## src/rtl/fir_cfg_pkg.sv

```systemverilog
// Shared constants and types for the FIR coefficient configuration path.
package fir_cfg_pkg;
  localparam int TAPS = 16;
  localparam int DW   = 12;
  localparam int AW   = 8;
  localparam int TW   = (TAPS > 1) ? $clog2(TAPS) : 1;

  localparam logic [AW-1:0] COMMIT_ADDR = 8'hFF;
  localparam logic [AW-1:0] CLEAR_ADDR  = 8'hFD;
  localparam logic [AW-1:0] STATUS_ADDR = 8'hFE;

  typedef enum logic [1:0] {IDLE, HALT, LOAD, RELEASE} cfg_state_t;
  typedef logic [DW-1:0] coef_t;

  function automatic logic is_tap(input logic [AW-1:0] a);
    return a < AW'(TAPS);
  endfunction
endpackage

```

## src/rtl/fir_coef_bank.sv

```systemverilog
// Shadow coefficient register file: one write port, a registered readback
// port and a combinational port feeding the filter load stream.
module fir_coef_bank
  import fir_cfg_pkg::*;
(
  input  logic          i_clk,
  input  logic          i_rst_n,
  input  logic          i_we,
  input  logic [TW-1:0] i_waddr,
  input  coef_t         i_wdata,
  input  logic [AW-1:0] i_raddr,
  output coef_t         o_rdata,
  input  logic [TW-1:0] i_laddr,
  output coef_t         o_ldata
);
  logic [TAPS-1:0][DW-1:0] r_mem;
  coef_t                   r_rdata;

  always_ff @(posedge i_clk) begin
    if (!i_rst_n) begin
      r_mem   <= '0;
      r_rdata <= '0;
    end else begin
      if (i_we) r_mem[i_waddr] <= i_wdata;
      // read sees the pre-write contents on a same-cycle collision
      r_rdata <= is_tap(i_raddr) ? r_mem[i_raddr[TW-1:0]] : '0;
    end
  end

  assign o_rdata = r_rdata;
  assign o_ldata = r_mem[i_laddr];
endmodule

```

## src/rtl/fir_coef_loader.sv

```systemverilog
// Commit controller: halts the filter, streams every shadow tap into it one
// per cycle, then releases it, so the filter sees an atomic coefficient swap.
module fir_coef_loader
  import fir_cfg_pkg::*;
#(
  parameter int SETTLE = 2
) (
  input  logic          i_clk,
  input  logic          i_rst_n,
  input  logic          i_spi_load,
  input  logic [AW-1:0] i_spi_addr,
  input  logic [DW-1:0] i_spi_data,
  input  logic [AW-1:0] i_rd_addr,
  output logic [DW-1:0] o_rd_data,
  output logic          o_fir_hlt,
  output logic [AW-1:0] o_fir_waddr,
  output logic [DW-1:0] o_fir_wdata,
  output logic          o_fir_load,
  output logic          o_busy,
  output logic          o_dirty,
  output logic          o_ovr
);
  localparam int SW = $clog2(SETTLE + 1);

  cfg_state_t    r_state, w_state_nx;
  logic [SW-1:0] r_scnt, w_scnt_nx;
  logic [TW-1:0] r_tcnt, w_tcnt_nx;
  logic          r_dirty, r_ovr, r_is_stat;
  logic [2:0]    r_stat;
  logic          w_busy, w_is_tap, w_is_commit, w_wr, w_commit, w_drop, w_clear;
  coef_t         w_rdata, w_ldata;

  assign w_busy      = (r_state != IDLE);
  assign w_is_tap    = is_tap(i_spi_addr);
  assign w_is_commit = (i_spi_addr == COMMIT_ADDR);
  assign w_wr        = i_spi_load && !w_busy && w_is_tap;
  assign w_commit    = i_spi_load && !w_busy && w_is_commit;
  assign w_drop      = i_spi_load &&  w_busy && (w_is_tap || w_is_commit);
  assign w_clear     = i_spi_load && (i_spi_addr == CLEAR_ADDR);

  fir_coef_bank u_bank (
    .i_clk   (i_clk),
    .i_rst_n (i_rst_n),
    .i_we    (w_wr),
    .i_waddr (i_spi_addr[TW-1:0]),
    .i_wdata (i_spi_data),
    .i_raddr (i_rd_addr),
    .o_rdata (w_rdata),
    .i_laddr (r_tcnt),
    .o_ldata (w_ldata)
  );

  always_ff @(posedge i_clk) begin
    if (!i_rst_n) begin
      r_state <= IDLE;
      r_scnt  <= '0;
      r_tcnt  <= '0;
    end else begin
      r_state <= w_state_nx;
      r_scnt  <= w_scnt_nx;
      r_tcnt  <= w_tcnt_nx;
    end
  end

  always_comb begin
    w_state_nx  = r_state;
    w_scnt_nx   = r_scnt;
    w_tcnt_nx   = r_tcnt;
    o_fir_hlt   = 1'b0;
    o_fir_load  = 1'b0;
    o_fir_waddr = '0;
    o_fir_wdata = '0;
    case (r_state)
      IDLE: begin
        if (w_commit) begin
          w_state_nx = HALT;
          w_scnt_nx  = '0;
          w_tcnt_nx  = '0;
        end
      end
      HALT: begin
        o_fir_hlt = 1'b1;
        if (r_scnt == SW'(SETTLE - 1)) w_state_nx = LOAD;
        else                           w_scnt_nx  = r_scnt + 1'b1;
      end
      LOAD: begin
        o_fir_hlt   = 1'b1;
        o_fir_load  = 1'b1;
        o_fir_waddr = AW'(r_tcnt);
        o_fir_wdata = w_ldata;
        if (r_tcnt == TW'(TAPS - 1)) w_state_nx = RELEASE;
        else                         w_tcnt_nx  = r_tcnt + 1'b1;
      end
      RELEASE: begin
        o_fir_hlt  = 1'b1;
        w_state_nx = IDLE;
      end
      default: w_state_nx = IDLE;
    endcase
  end

  always_ff @(posedge i_clk) begin
    if (!i_rst_n) begin
      r_dirty   <= 1'b0;
      r_ovr     <= 1'b0;
      r_stat    <= '0;
      r_is_stat <= 1'b0;
    end else begin
      if (r_state == RELEASE) r_dirty <= 1'b0;
      else if (w_wr)          r_dirty <= 1'b1;
      // a dropped access outranks a clear arriving on the same edge
      if (w_drop)       r_ovr <= 1'b1;
      else if (w_clear) r_ovr <= 1'b0;
      r_stat    <= {r_ovr, r_dirty, w_busy};
      r_is_stat <= (i_rd_addr == STATUS_ADDR);
    end
  end

  assign o_rd_data = r_is_stat ? {{(DW-3){1'b0}}, r_stat} : w_rdata;
  assign o_busy    = w_busy;
  assign o_dirty   = r_dirty;
  assign o_ovr     = r_ovr;
endmodule

```

## config.mk

```make
export PLATFORM = sky130hd
export DESIGN_NAME = fir_coef_loader
export DESIGN_NICKNAME = d
export VERILOG_FILES = /design/src/rtl/fir_cfg_pkg.sv /design/src/rtl/fir_coef_bank.sv /design/src/rtl/fir_coef_loader.sv
export SDC_FILE = /design/constraint.sdc
export NUM_CORES = 1
export LEC_CHECK = 0
export BUFFER_PORTS_ARGS = -buffer_cell sky130_fd_sc_hd__buf_2
export CAP_MARGIN = 25
export CORE_ASPECT_RATIO = 0.8
export CORE_UTILIZATION = 50
export CTS_BUF_LIST = sky130_fd_sc_hd__clkbuf_8
export DETAILED_ROUTE_END_ITERATION = 10
export PLACE_DENSITY = 0.78
export SLEW_MARGIN = 20
export SYNTH_ARGS = -nofsm -noshare
export SYNTH_HDL_FRONTEND = slang
export SYNTH_SLANG_ARGS = --single-unit
```

## constraint.sdc

```tcl
create_clock -name i_clk -period 1.9 [get_ports i_clk]
set_input_delay 0.095 -clock i_clk [delete_from_list [all_inputs] [get_ports i_clk]]
set_output_delay 0.095 -clock i_clk [all_outputs]
set_load 0.02 [all_outputs]
```

Yosys cells after proc, flatten, opt, wreduce, memory -nomap -nowiden
Cells that the tools add are included.
{"block": "totals", "out_inout_bits": 37, "inputBits": 31, "reg_bits": 218}
{"block": "classes", "bitwise": 1, "mux": 24, "eq_ne": 13, "addsub": 2, "magnitude_cmp": 6, "n_reduce_logical": 20}
{"operator": "$bwmux W192", "n": 1}
{"operator": "$bmux W12 S4", "n": 2}
{"operator": "$mux W12", "n": 5}
{"operator": "$demux W12 S4", "n": 1}
{"operator": "$eq A8 B8 Y1 const B", "n": 3}
{"operator": "$lt A8 B5 Y1 const B", "n": 2}
{"operator": "$lt A4 B5 Y1 const B", "n": 3}
{"operator": "$mux W4", "n": 3}
{"operator": "$mux W2", "n": 5}
{"operator": "$ne A2 B2 Y1 const B", "n": 5}
{"operator": "$reduce_and A3 Y1", "n": 3}
{"operator": "$pmux W2 S4", "n": 1}
{"operator": "$pmux W4 S2", "n": 1}
{"operator": "$reduce_bool A2 Y1", "n": 4}
{"operator": "$logic_and A1 B1 Y1", "n": 7}
{"operator": "$add A4 B1 Y4 const B", "n": 1}
{"operator": "$eq A2 B1 Y1 const B", "n": 2}
{"operator": "$eq A2 B2 Y1 const B", "n": 2}
{"operator": "$eq A4 B4 Y1 const B", "n": 1}
{"operator": "$ge A4 B1 Y1 const B", "n": 1}
{"operator": "$mux W1", "n": 4}
{"operator": "$pmux W2 S2", "n": 1}
{"operator": "$reduce_or A3 Y1", "n": 1}
{"operator": "$add A2 B1 Y2 const B", "n": 1}
{"operator": "other kinds (6)", "n": 6}

Logic depth before layout (Yosys ltp)
Gate-level depths: netlist of the first run.
{"block": "depth", "ltp_word": 6, "ltp_mapped": 9, "ltp_nobuf": 6}

Modules after synthesis
Synthesis of the first run repeated with hierarchy kept, for this count alone.
{"block": "hier_totals", "cells_unflattened": 1261, "area_unflattened_um2": 12310.6}
{"mod": "fir_coef_bank", "area_each_um2": 11230.8, "n_inst": 1, "cells_each": 1137, "seq_area_each_um2": 4083.9}
{"mod": "fir_coef_loader", "area_each_um2": 1079.8, "n_inst": 1, "cells_each": 124, "seq_area_each_um2": 280.3}

Least setup slack after synthesis of the first run
Ideal clock, no wire load.
{"block": "synth_path", "kind": "register to register", "from": "register r_state[0]", "to": "register u_bank.r_mem[181] in the netlist's numbering", "setup_ns": 0.128, "path_stages_with_launch": 10, "n_path_buf": 3, "setup_slack_ns": 0.025, "period_less_slack_ns": 1.875, "arrival_time_ns": 1.747, "path_cell_list": "dfxtp_1 > inv_1 > ha_1 > and2_0 > clkbuf_1 > and3_1 > clkbuf_1 > buf_6 > mux2i_1 > nor2_1"}
{"block": "synth_between", "elab_chain_len": 4}
{"item": "start, declared", "line_no": "fir_coef_loader.sv:25", "source": "cfg_state_t r_state, w_state_nx;"}
{"item": "start signal, assigned", "line_no": "fir_coef_loader.sv:59", "source": "r_state <= w_state_nx;"}
{"item": "$reduce_bool A2 Y1", "line_no": "fir_coef_loader.sv:33", "source": "assign w_busy = (r_state != IDLE);"}
{"item": "$logic_not A1 Y1", "line_no": "fir_coef_loader.sv:36", "source": "assign w_wr = i_spi_load && !w_busy && w_is_tap;"}
{"item": "$logic_and A1 B1 Y1 (2 in a row)", "line_no": "fir_coef_loader.sv:36"}
{"item": "end signal, assigned by index", "line_no": "fir_coef_bank.sv:24", "source": "if (i_we) r_mem[i_waddr] <= i_wdata;"}
{"item": "end, declared", "line_no": "fir_coef_bank.sv:16", "source": "logic [TAPS-1:0][DW-1:0] r_mem;"}
No other way between the ends.
A chain may end at the register's enable or synchronous reset.

Worst setup path in the final report of the first run
{"block": "layout_path", "from": "register r_tcnt[0]", "to": "output port o_fir_wdata[5]"}
{"block": "layout_between", "elab_chain_len": 3}
{"item": "start, declared", "line_no": "fir_coef_loader.sv:27", "source": "logic [TW-1:0] r_tcnt, w_tcnt_nx;"}
{"item": "start signal, assigned", "line_no": "fir_coef_loader.sv:61", "source": "r_tcnt <= w_tcnt_nx;"}
{"item": "$bmux W12 S4", "line_no": "fir_coef_bank.sv:31", "source": "assign o_ldata = r_mem[i_laddr];"}
{"item": "$mux W12 (implied by the code)", "line_no": "fir_coef_bank.sv:31"}
{"item": "$mux W12", "line_no": "fir_coef_loader.sv:73", "source": "case (r_state)"}
{"item": "end, declared", "line_no": "fir_coef_loader.sv:17", "source": "output logic [DW-1:0] o_fir_wdata,"}
No other way between the ends. The select of a mux whose other input is x is not followed.

==> results.toml, run 1 <==
[status]
outcome = "finished with violations"
violations = "setup timing"

[synthesis]
synth_xor_area_frac = 0
synth_async_sr_flop_share = 0
ys_ff_latch = 218
synth_simple_gate_area_frac = 0.1476
synth_top_family_by_area = "multiplexers"
synth_edf_count = 0
seq_area_frac_synth = 0.4189
ys_warn_count = 0
ys.flop_type = "dfxtp_1"
syn_inst = 1026
netlist_area_um2 = 10420
synth_compound_area_frac = 0.1331
synth_cell_type_count = 47
post_synth_fa_ha_maj_area_fraction = 0.008406
avgSynthCellArea_um2 = 10.15
muxShareOfSynthArea = 0.2425

[drt]
vias_per_cell = 6.469
routed-via-count = 9050
detail_route.wl_per_cell_um = 21.75
totalWireLength_um = 30420
drc = 0
drtAntennaViolNets = 0
first_iter_violations = 1118
first_pass_iters = 6

[floorplanning]
die_w_um = 163.4
start_util = 0.5172
dieHeight_um = 131.1
io_pins = 68
die_area_um2 = 21420
rows = 46
coreArea_um2 = 20140

[clock_tree]
clk_latency_ns = 0.53
cts.clk_slew.worst_paths_ns = 0.06
numCtsBuffers = 35
clk_path_buf_depth = 3
cts_tree = "done"
htree_levels = 2
clock_sinks = 218
root_buffer = "clkbuf_8"

[timing]
setup_viol = 12
finClkSkew_ns = 0.01810
period_needed_ns = 2.313
worst_pin_slew_ns = 0.5848
final.period_utilization = 1.218
timing.fmax_ghz = 0.4323
slew_headroom = 0.6092
setup_ws_ns = -0.4135
slew_viol_final = 0
hold_viol = 0
fin_setup_tns_ns = -4.269
whs_ns = 0.04651
grt_setup_unrepaired = "true"

[power_and_ir_drop]
p_total_mw = 9.501
ir_drop_mv = 0.7893
p_leak_nw = 4.598
p_per_area_nw_per_um2 = 756.1

[worst_setup_path]
path_buf_inv = 3
required_ns = 1.80
cp_num_cells = 6
cp-end-kind = "output pin"
cp_top_family = "multiplexers"
startpoint_type = "flop"
crit_path_frequent_cell = "buf_12"
cp_cell_sequence = "buf_12, buf_12, mux4_2, a22oi_2, nand2_1, buf_2"
slowest_stage = "mux4_2"
slowest_delay_ns = 0.52
cp.arrival_ns = 2.22
worst-path-max-fanout = 8
path_class = "flop to output pin"
reg2reg_depth = 8

[grt]
grt_pass1_vias = 8683
grt_pass1_wl_um = 47090
use_met3 = 0.05903
grt_max_degree = 96
gr-usage-met2 = 0.4428
grtUsageMet1 = 0.3849
grt-ovfl-total = 0
antenna_found_initial = 0
gr-max-usage-layer = "met2"
grt_usage = 0.2835

[layout]
final_cells = 1399
area_delta_synth_final_pct = 20.62
n_antenna_cell = 0
drive_above_1_share = 0.2784
layout_commonest_cell = "dfxtp_1"
fin_nets = 1149
final_area_um2 = 12570
utilization = 0.6239
final_cell_mix = "dfxtp_1, o21ai_0, nand3_1"
n_fill_cell = 1617

[worst_hold_path]
hold_path_class = "input pin to flop"
min_path_cells = 4

[flow_run]
maxCapViolCount = 0

[place]
post_dp_cell_area_um2 = 11360
io_buffers = 63
hpwl_um = 19670
place_inst = 1310
gp_congestion = 0.8636
dp_slack_ns = 0.03298
synth_stat cells, types with 6 or more instances:
master / n / share of area
a21oi_1: 6 / 0.0029
a221o_1: 12 / 0.012
a221oi_1: 7 / 0.0059
a22o_1: 12 / 0.010
a22oi_1: 8 / 0.0058
and2_1: 8 / 0.0048
buf_1: 22 / 0.0079
buf_2: 29 / 0.014
buf_4: 8 / 0.0058
clkbuf_1: 47 / 0.017
dfxtp_1: 218 / 0.42
ha_1: 7 / 0.0084
inv_1: 10 / 0.0036
mux2i_1: 51 / 0.049
mux4_2: 88 / 0.19
nand2_1: 35 / 0.013
nand3_1: 168 / 0.081
nand4_1: 16 / 0.0096
nor2_1: 36 / 0.013
nor2b_1: 14 / 0.0084
o21ai_0: 175 / 0.084
flip-flops by register name (all words and copies together), names as in the netlist:
signal / flops
u_bank.r_mem: 192
u_bank.o_rdata: 12
o_ovr: 1
r_tcnt: 4
r_scnt: 2
r_state: 2
r_stat: 3
r_is_stat: 1
o_dirty: 1
logic make-up after synthesis:
kind of cell	after synthesis
adder cells (fa/ha/maj)	7
flip-flops	218
buffers and inverters	117
other	1
multiplexers	142
AO/OA/AOI/OAI	238
AND/OR/NAND/NOR	303
cell type report:
cell class | instances | area, µm² | share of cell area
multi-input combinational | 694 | 5719 | 0.4551
sequential | 218 | 4375 | 0.3482
timing repair buffer | 152 | 1423 | 0.1132
clock buffer | 41 | 564.3 | 0.04490
tap | 264 | 330.3 | 0.02628
clock inverter | 20 | 117.6 | 0.009359
inverter | 10 | 37.54 | 0.002987
repair_timing:
| item | in CTS | in global routing |
|---|---|---|
| setup buffers | 6 | 6 |
| pin swaps | 10 | 5 |
| hold buffers | 15 | 0 |
| gates cloned | 0 | 1 |
| setup endpoints to repair | 12 | 92 |
| resized for setup | 39 | 25 |
| hold endpoints to repair | 27 | 0 |
power by group:
group          leakage [nW]  switching [mW]  total (mW)  internal [mW]
clock network         0.390            1.89        4.00           2.11
logic                  2.45           0.557       0.892          0.335
registers              1.76          0.0168        4.61           4.59
total                  4.60            2.46        9.50           7.04
tightest hold or removal path: cells and delay by family:
kind,cells,cell delay [ns]
buffers and inverters,1,0.11
AND/OR/NAND/NOR,2,0.19
AO/OA/AOI/OAI,1,0.12
routing by layer:
| layer | part of all wire | wire length, µm |
|---|---|---|
| met3 | 0.11 | 3209 |
| met4 | 0.032 | 962 |
| met2 | 0.46 | 14110 |
| met5 | 0 | 0 |
| met1 | 0.40 | 12140 |
worst paths after layout:
path                          from                end  slack, ns
setup reg to reg        r_state[0]  u_bank.r_mem[185]       0.08
hold / removal       i_spi_addr[1]              o_ovr       0.05
hold reg to reg   u_bank.r_mem[69]   u_bank.r_mem[69]       0.49
setup / recovery         r_tcnt[0]     o_fir_wdata[5]      -0.41
(Power assumes the default switching activity.)
==> run 2, diff against run 1 <==
- SYNTH_HIERARCHICAL: default -> 1
==> results.toml, run 2 <==
[timing]
whs_ns = 0.1053
fin_setup_tns_ns = -6.111
worst_pin_slew_ns = 0.7393
period_needed_ns = 2.449
setup_viol = 17
finClkSkew_ns = 0.01238
setup_ws_ns = -0.5495
final.period_utilization = 1.289
slew_viol_final = 0
timing.fmax_ghz = 0.4082
grt_setup_unrepaired = "true"
hold_viol = 0
slew_headroom = 0.5071

[layout]
final_cells = 1646
layout_commonest_cell = "dfxtp_1"
multi_input_area_um2 = 7263
fin_nets = 1348
regMostFlops = "u_bank/r_mem"
area_delta_synth_final_pct = 17.41
largest_reg_flops = 192
drive_above_1_share = 0.2639
final_cell_mix = "dfxtp_1, nand3_1, o21ai_0"
n_fill_cell = 1933
n_antenna_cell = 0
ff_latch_area_um2 = 4372

[synthesis]
synth_edf_count = 0
seq_area_frac_synth = 0.3545
ys.flop_type = "dfxtp_1"
avgSynthCellArea_um2 = 9.763
syn_inst = 1261
synth.most_common_cell = "dfxtp_1"
ys_ff_latch = 218
synth_cell_type_count = 55
netlist_area_um2 = 12310
yosys.area.top_type_share = 0.3545
ys_warn_count = 6
synth_async_sr_flop_share = 0
synth.largest_area_cell = "dfxtp_1"
synthTopCellsByArea = "dfxtp_1, mux4_2, nand3_1, o21ai_0, a21boi_0"
yosys-top-cells-count = "dfxtp_1, nand3_1, o21ai_0"

[drt]
routed-via-count = 11780
vias_per_cell = 7.156
drtAntennaViolNets = 0
first_pass_iters = 8
drc = 0
detail_route.wl_per_cell_um = 26.89
totalWireLength_um = 44260
first_iter_violations = 2247

[grt]
antenna_found_initial = 0
grt-ovfl-total = 0
grt_pass1_vias = 10910
grt_max_degree = 176
grt_usage = 0.3261
grt_pass1_wl_um = 62890

[power_and_ir_drop]
p_leak_nw = 4.993
ir_drop_mv = 0.5179
comb_power_share = 0.092
p_total_mw = 9.460
p_per_area_nw_per_um2 = 654.5
switching_share = 0.2640
pwr-share-clk = 0.422
p_sw_mw = 2.498
power_frac_seq = 0.486
p_int_mw = 6.963

[worst_setup_path]
cp_cell_sequence = "buf_4, clkbuf_16, mux4_2, a22oi_2, nand2_1, and2_1, buf_4"
crit_path_frequent_cell = "buf_4"
cp.arrival_ns = 2.35
cp-end-kind = "output pin"
cp_top_family = "multiplexers"
slowest_stage = "mux4_2"
path_buf_inv = 3
startpoint_type = "flop"
worst-path-max-fanout = 5
slowest_delay_ns = 0.51
required_ns = 1.80
path_class = "flop to output pin"

[floorplanning]
die_area_um2 = 25260
dieHeight_um = 142.3
rows = 50
io_pins = 68
coreArea_um2 = 23770
die_w_um = 177.4
start_util = 0.5178

[place]
place_inst = 1540
gp_congestion = 0.8802
hpwl_um = 23780
io_buffers = 63

[clock_tree]
clock_sinks = 218
cts_tree = "done"
cts.clk_slew.worst_paths_ns = 0.06
clk_latency_ns = 0.53
root_buffer = "clkbuf_8"
htree_levels = 2
clk_path_buf_depth = 3
numCtsBuffers = 34

[flow_run]
maxCapViolCount = 0

[worst_hold_path]
hold_path_class = "input pin to flop"

[status]
violations = "setup timing"
outcome = "finished with violations"
==> run 2: path summary, 6_finish.rpt <==
check,from,end,slack (ns),cells past startpoint
max,r_tcnt[0],o_fir_wdata[2],-0.55,7
min,i_spi_addr[4],r_scnt[1],0.11,4
max reg2reg,r_state[0],u_bank/r_mem[53],-0.05,7
min reg2reg,u_bank/r_mem[139],u_bank/r_mem[139],0.49,2
==> run 2: cell type report <==
class / count / share of cell area
sequential: 218 / 0.3025
multi-input combinational: 878 / 0.5025
clock buffer: 44 / 0.04190
inverter: 6 / 0.001558
timing repair buffer: 172 / 0.1200
clock inverter: 16 / 0.004588
tap: 312 / 0.02701
==> run 2: what timing repair did <==
item / 4_1_cts / 5_1_grt
setup endpoints to repair: 12 / 147
setup buffers: 3 / 15
hold endpoints to repair: 164 / 0
resized for setup: 8 / 81
cloned: 1 / 8
hold buffers: 19 / 0
pin swaps: 3 / 32
==> run 2: cell families (layout without fill, tap and decap cells) <==
group / Yosys count / count (layout) / share of synthesized area
adder cells (fa/ha/maj): 7 / 7 / 0.007114
AND/OR/NAND/NOR: 302 / 305 / 0.1350
multiplexers: 126 / 126 / 0.2028
other: 1 / 4 / 0.0003046
AO/OA/AOI/OAI: 436 / 436 / 0.2278
flip-flops: 218 / 218 / 0.3545
buffers and inverters: 171 / 238 / 0.07257
==> run 2: per-stage QoR <==
stage | util | setup WS (ns) | instance area [µm²]
floorplan | - | 0.01158 | 12320
global placement | 0.5454 | 0.004787 | 12960
detailed placement | 0.5454 | -0.03457 | 12960
CTS | 0.5853 | -0.5287 | 13910
global route | 0.6080 | -0.5732 | 14450
finish | 0.6080 | -0.5495 | 14450
==> run 2: power groups by stage <==
stage,clock network (mW),registers [mW],logic (mW)
floorplan,0,4.70,0.535
global placement,0,4.70,0.774
detailed placement,0,4.70,0.788
CTS,4.01,4.60,0.819
global route,4.21,4.60,0.893
finish,3.99,4.60,0.867
==> run 2: per-layer routing <==
metal | global-route usage | up-vias | share of wire
li1 | - | 4815 | -
met1 | 0.4393 | 5648 | 0.36
met2 | 0.4850 | 1115 | 0.43
met3 | 0.09882 | 201 | 0.17
met4 | 0.1381 | 0 | 0.042
met5 | 0 | - | 0
==> run 2: tightest hold or removal path, cell delays in order <==
cell and delay, ns:
buf_2 0.12, nand4_4 0.12, o31ai_4 0.12, a31oi_1 0.13
==> run 3, diff against run 2 <==
- SETUP_SLACK_MARGIN: default -> 0.05
==> results.toml, run 3 (synthesis gave the netlist of run 2 again) <==
[place]
hpwl_um = 23040
io_buffers = 63
gp_congestion = 0.8945
dp_slack_ns = 0.008002

[clock_tree]
numCtsBuffers = 34
clk_latency_ns = 0.61
clock_sinks = 218
clk_path_buf_depth = 3
root_buffer = "clkbuf_8"
htree_levels = 2
cts_tree = "done"
cts.clk_slew.worst_paths_ns = 0.07

[grt]
grt_pass1_vias = 11040
grt-ovfl-total = 0
grt_usage = 0.3391
antenna_found_initial = 5
gr-max-usage-layer = "met2"
grtUsageMet1 = 0.4363
use_met3 = 0.1098
gr-usage-met2 = 0.5107
grt_pass1_wl_um = 64780
grt_max_degree = 194

[timing]
slew_viol_final = 0
period_needed_ns = 2.595
final.period_utilization = 1.366
setup_viol = 20
timing.fmax_ghz = 0.3853
finClkSkew_ns = 0.06069
hold_viol = 0
grt_setup_unrepaired = "true"
setup_ws_ns = -0.6952
slew_headroom = 0.1871
worst_pin_slew_ns = 1.219

[drt]
vias_per_cell = 7.488
drc = 0
routed-via-count = 12480
first_pass_iters = 8
detail_route.wl_per_cell_um = 30.12
drtAntennaViolNets = 0
totalWireLength_um = 50210
first_iter_violations = 2483

[worst_setup_path]
r2r_setup_slack_ns = -0.40
startpoint_type = "flop"
cp_cell_sequence = "and2_1, a22oi_1, nand2_1, and2_4, buf_6"
worst-path-max-fanout = 13
slowest_stage = "and2_1"
path_class = "flop to output pin"
required_ns = 1.80
slowest_delay_ns = 0.94
cp-end-kind = "output pin"
cp.arrival_ns = 2.50

[floorplanning]
rows = 50
dieHeight_um = 142.3
io_pins = 68
start_util = 0.5178
die_w_um = 177.4
coreArea_um2 = 23770
die_area_um2 = 25260

[layout]
layout_commonest_cell = "dfxtp_1"
regMostFlops = "u_bank/r_mem"
fin_nets = 1367
drive_above_1_share = 0.3042
largest_reg_flops = 192
final_cell_mix = "dfxtp_1, o21ai_0, nand3_1"
area_delta_synth_final_pct = 23.47

[status]
outcome = "finished with violations"
violations = "setup timing"

[power_and_ir_drop]
p_per_area_nw_per_um2 = 649.2
p_leak_nw = 5.220
p_total_mw = 9.868
ir_drop_mv = 0.6051

[worst_hold_path]
hold_path_class = "input pin to flop"

[flow_run]
maxCapViolCount = 0
run 3: changes by cell type in the layout (fill, tap and decap cells not counted), moves of 7 or more:
cell and delta:
nand3_2 +17, nand3_1 -21, clkbuf_16 +7, buf_4 -12, a21boi_0 -34, o21ai_0 -14
a21boi_1 +28, o21ai_2 +8, buf_12 +8
run 3: timing repair:
item / in CTS / in global routing
endpoints found under the setup margin: 18 / 211
hold endpoints to repair: 194 / 0
pin swaps: 26 / 39
hold buffers: 22 / 0
gates cloned: 5 / 21
buffers inserted: 13 / 8
gates resized for setup: 59 / 145
run 3: through the flow:
step | instance area, µm² | hold WS [ns] | util | setup TNS (ns) | cells
detailed placement | 13050 | 0.3576 | 0.5491 | 0 | 1538
global placement | 13050 | 0.3508 | 0.5491 | 0 | 1538
finish | 15200 | 0.07643 | 0.6394 | -8.092 | 1667
global route | 15190 | 0.09494 | 0.6389 | -8.308 | 1663
floorplan | 12320 | 0.1705 | - | 0 | 1264
CTS | 14440 | 0.08520 | 0.6075 | -6.159 | 1636
run 3: layer usage:
metal	part of all wire	wire [µm]	vias up
met5	0.0013	63	-
met4	0.079	3988	6
met3	0.17	8731	415
met2	0.41	20500	1318
met1	0.34	16930	5864
li1	-	-	4879
run 3: worst paths after layout:
check,end,start,depth (start not counted)
worst min-delay path,u_bank/r_mem[131],i_spi_addr[0],4
worst max register to register,u_bank/r_mem[31],r_state[0],8
worst min register to register,u_bank/r_mem[20],u_bank/r_mem[20],2
worst max-delay path,o_fir_wdata[4],r_tcnt[3],5
run 3: worst max-delay path: cells and delay by family (launching register included):
kind                   cells  cell delay, ns
AND/OR/NAND/NOR            3            1.26
AO/OA/AOI/OAI              1            0.24
flip-flops                 1            0.33
buffers and inverters      1            0.11
run 3: area by class of cell:
cell class	instances	area, µm²
Fill cell	1767	8573
Timing Repair Buffer	188	2170
Multi-Input combinational cell	881	7542
Tap cell	312	390.4
Clock buffer	44	605.6
Clock inverter	14	85.08
Sequential cell	218	4372
Inverter	6	25.02
Antenna cell	4	10.01
run 3: power breakdown:
group | leakage, nW | internal [mW] | total (mW) | switching (mW)
Clock | 0.392 | 2.21 | 4.30 | 2.09
Combinational | 3.07 | 0.347 | 0.967 | 0.620
Sequential | 1.76 | 4.59 | 4.60 | 0.0146
